File: src/rtl/psram_arb_pkg.sv
// Shared encodings for the PSRAM arbiter: FSM states, owner codes and the
// read data returned when a transaction times out (PSRAM_ARB_TIMEOUT_EN builds).
package psram_arb_pkg;

  typedef enum logic [1:0] {
    ST_IDLE  = 2'd0,
    ST_ISSUE = 2'd1,
    ST_WAIT  = 2'd2,
    ST_GAP   = 2'd3
  } arb_state_e;

  typedef enum logic [1:0] {
    OWN_NONE = 2'b00,
    OWN_CPU  = 2'b01,
    OWN_VID  = 2'b10
  } owner_e;

  localparam logic [15:0] TIMEOUT_RDATA = 16'hDEAD;

endpackage

File: src/rtl/psram_arbiter_if.sv
// Bundles the CPU, video and controller-side signals of the PSRAM arbiter.
// slave is the arbiter's view; master is the surrounding system's view.
interface psram_arbiter_if #(
  parameter int ADDR_W = 24,
  parameter int DATA_W = 16
);

  logic              i_cpu_req;
  logic              i_cpu_we;
  logic [ADDR_W-1:0] i_cpu_addr;
  logic [DATA_W-1:0] i_cpu_wdata;
  logic              o_cpu_done;
  logic [DATA_W-1:0] o_cpu_rdata;

  logic              i_vid_req;
  logic [ADDR_W-1:0] i_vid_addr;
  logic              o_vid_done;
  logic [DATA_W-1:0] o_vid_rdata;

  logic              o_mem_stb;
  logic              o_mem_we;
  logic [ADDR_W-1:0] o_mem_addr;
  logic [DATA_W-1:0] o_mem_din;
  logic              i_mem_busy;
  logic              i_mem_done;
  logic [DATA_W-1:0] i_mem_dout;

  logic [1:0]        o_owner;
  logic              o_timeout;

  modport slave (
    input  i_cpu_req, i_cpu_we, i_cpu_addr, i_cpu_wdata,
    input  i_vid_req, i_vid_addr,
    input  i_mem_busy, i_mem_done, i_mem_dout,
    output o_cpu_done, o_cpu_rdata, o_vid_done, o_vid_rdata,
    output o_mem_stb, o_mem_we, o_mem_addr, o_mem_din,
    output o_owner, o_timeout
  );

  modport master (
    output i_cpu_req, i_cpu_we, i_cpu_addr, i_cpu_wdata,
    output i_vid_req, i_vid_addr,
    output i_mem_busy, i_mem_done, i_mem_dout,
    input  o_cpu_done, o_cpu_rdata, o_vid_done, o_vid_rdata,
    input  o_mem_stb, o_mem_we, o_mem_addr, o_mem_din,
    input  o_owner, o_timeout
  );

endinterface

File: src/rtl/psram_arb_pick.sv
// Grant decision for the PSRAM arbiter: video has fixed priority unless the
// CPU has already waited CPU_MAX_WAIT consecutive video grants.
module psram_arb_pick #(
  parameter int CPU_MAX_WAIT = 4
) (
  input  logic i_clk,
  input  logic i_rst,
  input  logic i_eval,
  input  logic i_cpu_req,
  input  logic i_vid_req,
  output logic o_grant_cpu,
  output logic o_grant_vid
);

  localparam int CNT_W = $clog2(CPU_MAX_WAIT + 1);
  localparam logic [CNT_W-1:0] CNT_MAX = CNT_W'(CPU_MAX_WAIT);

  logic [CNT_W-1:0] starve_cnt_q, starve_cnt_d;
  logic             starved;

  // The counter only moves on a grant, so it tracks consecutive video wins
  // while the CPU is waiting.
  always_comb begin
    starved      = i_cpu_req && (starve_cnt_q == CNT_MAX);
    o_grant_vid  = i_eval && i_vid_req && !starved;
    o_grant_cpu  = i_eval && i_cpu_req && !o_grant_vid;
    starve_cnt_d = starve_cnt_q;
    if (o_grant_vid && i_cpu_req) begin
      if (starve_cnt_q != CNT_MAX) begin
        starve_cnt_d = starve_cnt_q + CNT_W'(1);
      end
    end else if (o_grant_vid || o_grant_cpu) begin
      starve_cnt_d = '0;
    end
  end

  always_ff @(posedge i_clk) begin
    if (i_rst) begin
      starve_cnt_q <= '0;
    end else begin
      starve_cnt_q <= starve_cnt_d;
    end
  end

endmodule

File: src/rtl/psram_arbiter.sv
// Shares one PSRAM controller between the CPU bus and the video fetch engine.
// Define PSRAM_ARB_TIMEOUT_EN to bound the WAIT state by TIMEOUT_CYC cycles.
module psram_arbiter
  import psram_arb_pkg::*;
#(
  parameter int ADDR_W       = 24,
  parameter int DATA_W       = 16,
  parameter int CPU_MAX_WAIT = 4
`ifdef PSRAM_ARB_TIMEOUT_EN
  , parameter int TIMEOUT_CYC = 255
`endif
) (
  input logic            i_clk,
  input logic            i_rst,
  psram_arbiter_if.slave bus
);

  arb_state_e        state_q, state_d;
  owner_e            owner_q, owner_d;
  logic              mem_stb_q, mem_stb_d;
  logic              mem_we_q, mem_we_d;
  logic [ADDR_W-1:0] mem_addr_q, mem_addr_d;
  logic [DATA_W-1:0] mem_din_q, mem_din_d;
  logic              cpu_done_q, cpu_done_d;
  logic [DATA_W-1:0] cpu_rdata_q, cpu_rdata_d;
  logic              vid_done_q, vid_done_d;
  logic [DATA_W-1:0] vid_rdata_q, vid_rdata_d;
  logic              grant_cpu, grant_vid;
  logic              finish;
  logic [DATA_W-1:0] finish_data;

`ifdef PSRAM_ARB_TIMEOUT_EN
  localparam int TMO_W = ($clog2(TIMEOUT_CYC + 1) > 8) ? $clog2(TIMEOUT_CYC + 1) : 8;
  localparam logic [TMO_W-1:0] TMO_LAST = TMO_W'(TIMEOUT_CYC - 1);

  logic [TMO_W-1:0] tmo_cnt_q, tmo_cnt_d;
  logic             timeout_q, timeout_d;
`endif

  psram_arb_pick #(
    .CPU_MAX_WAIT(CPU_MAX_WAIT)
  ) u_pick (
    .i_clk      (i_clk),
    .i_rst      (i_rst),
    .i_eval     ((state_q == ST_IDLE) && !bus.i_mem_busy),
    .i_cpu_req  (bus.i_cpu_req),
    .i_vid_req  (bus.i_vid_req),
    .o_grant_cpu(grant_cpu),
    .o_grant_vid(grant_vid)
  );

  always_comb begin
    state_d     = state_q;
    owner_d     = owner_q;
    mem_stb_d   = 1'b0;
    mem_we_d    = mem_we_q;
    mem_addr_d  = mem_addr_q;
    mem_din_d   = mem_din_q;
    cpu_done_d  = 1'b0;
    vid_done_d  = 1'b0;
    cpu_rdata_d = cpu_rdata_q;
    vid_rdata_d = vid_rdata_q;
    finish      = 1'b0;
    finish_data = bus.i_mem_dout;
`ifdef PSRAM_ARB_TIMEOUT_EN
    tmo_cnt_d   = '0;
    timeout_d   = timeout_q;
`endif

    case (state_q)
      ST_IDLE: begin
        if (grant_vid) begin
          owner_d    = OWN_VID;
          mem_we_d   = 1'b0;
          mem_addr_d = bus.i_vid_addr;
          mem_din_d  = '0;
          state_d    = ST_ISSUE;
        end else if (grant_cpu) begin
          owner_d    = OWN_CPU;
          mem_we_d   = bus.i_cpu_we;
          mem_addr_d = bus.i_cpu_addr;
          mem_din_d  = bus.i_cpu_wdata;
          state_d    = ST_ISSUE;
        end
      end
      ST_ISSUE: begin
        mem_stb_d = 1'b1;
        state_d   = ST_WAIT;
      end
      ST_WAIT: begin
        if (bus.i_mem_done) begin
          finish = 1'b1;
`ifdef PSRAM_ARB_TIMEOUT_EN
        end else if (tmo_cnt_q == TMO_LAST) begin
          finish      = 1'b1;
          finish_data = DATA_W'(TIMEOUT_RDATA);
          timeout_d   = 1'b1;
        end else begin
          tmo_cnt_d = tmo_cnt_q + TMO_W'(1);
`endif
        end
        if (finish) begin
          state_d = ST_GAP;
        end
      end
      ST_GAP: begin
        owner_d = OWN_NONE;
        state_d = ST_IDLE;
      end
      default: state_d = ST_IDLE;
    endcase

    // Completion data goes to whoever owns the bus, writes included.
    if (finish) begin
      if (owner_q == OWN_CPU) begin
        cpu_done_d  = 1'b1;
        cpu_rdata_d = finish_data;
      end else begin
        vid_done_d  = 1'b1;
        vid_rdata_d = finish_data;
      end
    end
  end

  always_ff @(posedge i_clk) begin
    if (i_rst) begin
      state_q     <= ST_IDLE;
      owner_q     <= OWN_NONE;
      mem_stb_q   <= 1'b0;
      mem_we_q    <= 1'b0;
      mem_addr_q  <= '0;
      mem_din_q   <= '0;
      cpu_done_q  <= 1'b0;
      cpu_rdata_q <= '0;
      vid_done_q  <= 1'b0;
      vid_rdata_q <= '0;
`ifdef PSRAM_ARB_TIMEOUT_EN
      tmo_cnt_q   <= '0;
      timeout_q   <= 1'b0;
`endif
    end else begin
      state_q     <= state_d;
      owner_q     <= owner_d;
      mem_stb_q   <= mem_stb_d;
      mem_we_q    <= mem_we_d;
      mem_addr_q  <= mem_addr_d;
      mem_din_q   <= mem_din_d;
      cpu_done_q  <= cpu_done_d;
      cpu_rdata_q <= cpu_rdata_d;
      vid_done_q  <= vid_done_d;
      vid_rdata_q <= vid_rdata_d;
`ifdef PSRAM_ARB_TIMEOUT_EN
      tmo_cnt_q   <= tmo_cnt_d;
      timeout_q   <= timeout_d;
`endif
    end
  end

  assign bus.o_mem_stb   = mem_stb_q;
  assign bus.o_mem_we    = mem_we_q;
  assign bus.o_mem_addr  = mem_addr_q;
  assign bus.o_mem_din   = mem_din_q;
  assign bus.o_cpu_done  = cpu_done_q;
  assign bus.o_cpu_rdata = cpu_rdata_q;
  assign bus.o_vid_done  = vid_done_q;
  assign bus.o_vid_rdata = vid_rdata_q;
  assign bus.o_owner     = owner_q;
`ifdef PSRAM_ARB_TIMEOUT_EN
  assign bus.o_timeout   = timeout_q;
`else
  assign bus.o_timeout   = 1'b0;
`endif

endmodule

File: src/flat_wrapper.sv
// flat-port wrapper written by rule: the top's interface ports become plain ports
module psram_arbiter_flat import psram_arb_pkg::*;
#(
  parameter int ADDR_W       = 24,
  parameter int DATA_W       = 16,
  parameter int CPU_MAX_WAIT = 4

)
  (i_clk, i_rst, bus_i_cpu_req, bus_i_cpu_we, bus_i_cpu_addr, bus_i_cpu_wdata, bus_i_vid_req, bus_i_vid_addr, bus_i_mem_busy, bus_i_mem_done, bus_i_mem_dout, bus_o_cpu_done, bus_o_cpu_rdata, bus_o_vid_done, bus_o_vid_rdata, bus_o_mem_stb, bus_o_mem_we, bus_o_mem_addr, bus_o_mem_din, bus_o_owner, bus_o_timeout);
  psram_arbiter_if #(.ADDR_W(ADDR_W), .DATA_W(DATA_W)) bus_i ();
  input logic i_clk;
  input logic i_rst;
  input wire logic [$bits(bus_i.i_cpu_req)-1:0] bus_i_cpu_req;
  input wire logic [$bits(bus_i.i_cpu_we)-1:0] bus_i_cpu_we;
  input wire logic [$bits(bus_i.i_cpu_addr)-1:0] bus_i_cpu_addr;
  input wire logic [$bits(bus_i.i_cpu_wdata)-1:0] bus_i_cpu_wdata;
  input wire logic [$bits(bus_i.i_vid_req)-1:0] bus_i_vid_req;
  input wire logic [$bits(bus_i.i_vid_addr)-1:0] bus_i_vid_addr;
  input wire logic [$bits(bus_i.i_mem_busy)-1:0] bus_i_mem_busy;
  input wire logic [$bits(bus_i.i_mem_done)-1:0] bus_i_mem_done;
  input wire logic [$bits(bus_i.i_mem_dout)-1:0] bus_i_mem_dout;
  output wire logic [$bits(bus_i.o_cpu_done)-1:0] bus_o_cpu_done;
  output wire logic [$bits(bus_i.o_cpu_rdata)-1:0] bus_o_cpu_rdata;
  output wire logic [$bits(bus_i.o_vid_done)-1:0] bus_o_vid_done;
  output wire logic [$bits(bus_i.o_vid_rdata)-1:0] bus_o_vid_rdata;
  output wire logic [$bits(bus_i.o_mem_stb)-1:0] bus_o_mem_stb;
  output wire logic [$bits(bus_i.o_mem_we)-1:0] bus_o_mem_we;
  output wire logic [$bits(bus_i.o_mem_addr)-1:0] bus_o_mem_addr;
  output wire logic [$bits(bus_i.o_mem_din)-1:0] bus_o_mem_din;
  output wire logic [$bits(bus_i.o_owner)-1:0] bus_o_owner;
  output wire logic [$bits(bus_i.o_timeout)-1:0] bus_o_timeout;
  assign bus_i.i_cpu_req = bus_i_cpu_req;
  assign bus_i.i_cpu_we = bus_i_cpu_we;
  assign bus_i.i_cpu_addr = bus_i_cpu_addr;
  assign bus_i.i_cpu_wdata = bus_i_cpu_wdata;
  assign bus_i.i_vid_req = bus_i_vid_req;
  assign bus_i.i_vid_addr = bus_i_vid_addr;
  assign bus_i.i_mem_busy = bus_i_mem_busy;
  assign bus_i.i_mem_done = bus_i_mem_done;
  assign bus_i.i_mem_dout = bus_i_mem_dout;
  assign bus_o_cpu_done = bus_i.o_cpu_done;
  assign bus_o_cpu_rdata = bus_i.o_cpu_rdata;
  assign bus_o_vid_done = bus_i.o_vid_done;
  assign bus_o_vid_rdata = bus_i.o_vid_rdata;
  assign bus_o_mem_stb = bus_i.o_mem_stb;
  assign bus_o_mem_we = bus_i.o_mem_we;
  assign bus_o_mem_addr = bus_i.o_mem_addr;
  assign bus_o_mem_din = bus_i.o_mem_din;
  assign bus_o_owner = bus_i.o_owner;
  assign bus_o_timeout = bus_i.o_timeout;
  psram_arbiter #(.ADDR_W(ADDR_W), .DATA_W(DATA_W), .CPU_MAX_WAIT(CPU_MAX_WAIT)) u_core (.i_clk(i_clk), .i_rst(i_rst), .bus(bus_i));
endmodule
File: config.mk
export PLATFORM = sky130hd
export DESIGN_NAME = psram_arbiter_flat
export DESIGN_NICKNAME = d
export VERILOG_FILES = /design/src/rtl/psram_arb_pkg.sv /design/src/rtl/psram_arbiter_if.sv /design/src/rtl/psram_arb_pick.sv /design/src/rtl/psram_arbiter.sv /design/src/flat_wrapper.sv
export SDC_FILE = /design/constraint.sdc
export NUM_CORES = 1
export LEC_CHECK = 0
export ABC_CLOCK_PERIOD_IN_PS = 2350
export CORE_MARGIN = 10
export CORE_UTILIZATION = 35
export CTS_CLUSTER_SIZE = 20
export DETAILED_ROUTE_END_ITERATION = 10
export PLACE_DENSITY = 0.69
export SLEW_MARGIN = 25
export SYNTH_ARGS = -nofsm -noshare
export SYNTH_HDL_FRONTEND = slang
export SYNTH_SLANG_ARGS = --single-unit
export TNS_END_PERCENT = 5
File: constraint.sdc
create_clock -name i_clk -period 2.35 [get_ports i_clk]
set_input_delay 0.47 -clock i_clk [delete_from_list [all_inputs] [get_ports i_clk]]
set_output_delay 0.47 -clock i_clk [all_outputs]
set_load 0.1 [all_outputs]
==> flow_metrics.tcl <==
set metrics [dict create \
    holdWs_ns 0.462 \
    ys_seq_area_share_pct 44.4 \
    critPathArrivalTime_ns 2.06 \
    vias_per_cell 5.40 \
    yosysWarnings 0 \
    drtAntennaViolNets 0 \
    cts_resized 0 \
    synth_nets 528 \
    fin_nets 669 \
    avgSynthCellArea_um2 8.60 \
    start_util_pct 36.1 \
    place.port_buffers 164 \
    nFillCells 998 \
    drt_iter0_drc 353 \
    vdd_drop_max_v 0.000565 \
    async_flop_share_pct 0 \
    final_cell_mix "buf_4, clkdlybuf4s50_1, dfxtp_1, a21oi_1, nor3_1" \
    design.die.area_um2 15200 \
    final-setup-viol-count 0 \
    slew_headroom_pct 59.3 \
    final.setup.worst_slack_ns 0.517 \
    ys_types 40 \
    drcViolationCount 0 \
    die_w_um 123 \
    wl_per_cell_um 18.4 \
    ys.flop_type "dfxtp_1" \
    hold_depth 2 \
    dr.pass1.iters 7 \
    grt_max_degree 45 \
    clk_latency_ns 0.35 \
    hp-class "reg -> reg" \
    fin_setup_tns_ns 0 \
    ff2ff_path_depth 6 \
    path_clk_slew_ns 0.10 \
    synth_edf_count 0 \
    gr-total-overflow 0 \
    clockRootBuffer "clkbuf_8" \
    status "completed" \
    maxCapViolations 0 \
    gp_congestion 0.780 \
    leakage_uw 0.00202 \
    cp.required_ns 2.58 \
    rsz0062_at_grt "false" \
    vias 3871 \
    clock.fmax_mhz 545 \
    ys_ff_latch 83 \
    ff_latch_area_um2 1660 \
    synth_area_leaders "dfxtp_1, a21oi_1, a2111oi_2, nor3_1, o21ai_0" \
    cts_num_sinks 83 \
    skew_ns 0.0142 \
    dpl.hpwl_um 9480 \
    finalHoldViolCount 0 \
    drive_gt1_share_pct 23.2 \
    pin_count 166 \
    powerDensity_nw_per_um2 1050 \
    numCtsBuffers 9 \
    cts_tree "built" \
    htreeDepth 3 \
    tightest_slew_ns 0.611 \
    routed_wl_um 13200 \
    netlist_area_um2 3740 \
    finalPower_uw 5800 \
    period_needed_ns 1.83 \
    grt_pass1_wl_um 20700 \
    r2r_setup_slack_ns 0.52 \
    rows 37 \
    synth_top_area_cell "dfxtp_1" \
    grt_pass1_vias 3969 \
    place_ws_ns 0.160 \
    postCtsHoldBufs 0 \
    core_um2 10400 \
    worstSetupPathType "reg -> reg" \
    min_period_over_period_pct 78.0 \
    syn2layout_area_growth_pct 47.1 \
    critPathCaptureType "flip-flop" \
    cp_max_fo 44 \
    multi_input_area_um2 1820 \
    cts_setup_buffers 0 \
    maxSlewViolCount 0 \
    gr-usage-all-layers_pct 16.7 \
    clockBufferDepth 2 \
    layout_commonest_cell "buf_4" \
    worst_setup_path_start_kind "flip-flop" \
    die_y_um 123 \
    antenna_found_initial 0 \
    yosysTopAreaCellShare_pct 44.4 \
    diodes 0 \
    syn_inst 435 \
]
[cells in the mapped netlist, drive strengths merged, types with 7 or more instances]
library cell	count
nand2	34
dfxtp	83
nor2	7
a2111oi	26
o21ai	35
nand3	16
clkbuf	34
nor3	49
a21oi	76
o2111ai	17
buf	16
[critical path, stage by stage (launching register included)]
cell	delay, ns
dfxtp_1	0.34
inv_1	0.10
ha_1	0.34
nor2b_4	0.23
buf_12	0.23
a21oi_1	0.10
a2111oi_0	0.38
[logic make-up after synthesis]
logic type | after synthesis | share of synthesized area (%)
compound gates | 161 | 29.6
fa+ha+maj | 6 | 2.01
buf+inv | 57 | 7.02
flops | 83 | 44.4
mux | 1 | 0.268
other cells | 1 | 0.100
simple gates | 126 | 16.6
[routing by layer]
layer	GRT usage [%]	vias up	share of wire, %
met5	0	-	0
met4	4.37	0	1.3
met3	5.70	13	8.3
met2	26.4	135	47
met1	21.4	1839	43
li1	-	1884	-
[sequential cells by signal, indices dropped and copies added (netlist names)]
| register | flops |
|---|---|
| u_core.u_pick.starve_cnt_q | 3 |
| u_core.bus.o_mem_stb | 1 |
| u_core.bus.o_mem_we | 1 |
| u_core.bus.o_owner | 2 |
| u_core.bus.o_mem_din | 16 |
| u_core.bus.o_cpu_rdata | 16 |
| u_core.state_q | 2 |
| u_core.bus.o_vid_done | 1 |
| u_core.bus.o_mem_addr | 24 |
| u_core.bus.o_vid_rdata | 16 |
| u_core.bus.o_cpu_done | 1 |
[cell type report]
type                    instances  share of cell area [%]
multi-input cells             295                    33.1
repair buffers                180                    29.3
flip-flops and latches         83                    30.2
well taps                     136                    3.09
inverters                       7                   0.477
clock buffers                   9                    2.25
clock inverters                 7                    1.52
[power by group]
group          leakage, uW  internal (uW)  switching, uW  total [uW]
sequential        0.000675           1610            128        1740
combinational      0.00125            786           2200        2990
clock             0.000102            508            565        1070
total              0.00202           2900           2890        5800
[worst paths after layout]
| path | end | from |
|---|---|---|
| min reg2reg | u_core.bus.o_cpu_rdata[7]$_SDFFE_PP0P_ | u_core.bus.o_cpu_rdata[7]$_SDFFE_PP0P_ |
| max | u_core.bus.o_mem_addr[20]$_SDFFE_PP0P_ | u_core.state_q[0]$_SDFFE_PP0P_ |
| min | u_core.bus.o_cpu_rdata[7]$_SDFFE_PP0P_ | u_core.bus.o_cpu_rdata[7]$_SDFFE_PP0P_ |
| max reg2reg | u_core.bus.o_mem_addr[20]$_SDFFE_PP0P_ | u_core.state_q[0]$_SDFFE_PP0P_ |
[through the flow]
stage	utilization (%)	instance area [um2]	std cells
3_5_place_dp	51.1	5300	701
3_3_place_gp	51.1	5300	701
2_1_floorplan	-	3740	435
5_1_grt	53.1	5500	717
4_1_cts	53.1	5500	717
6_report	53.1	5500	717
No activity file was read; power rests on OpenSTA's default activity.
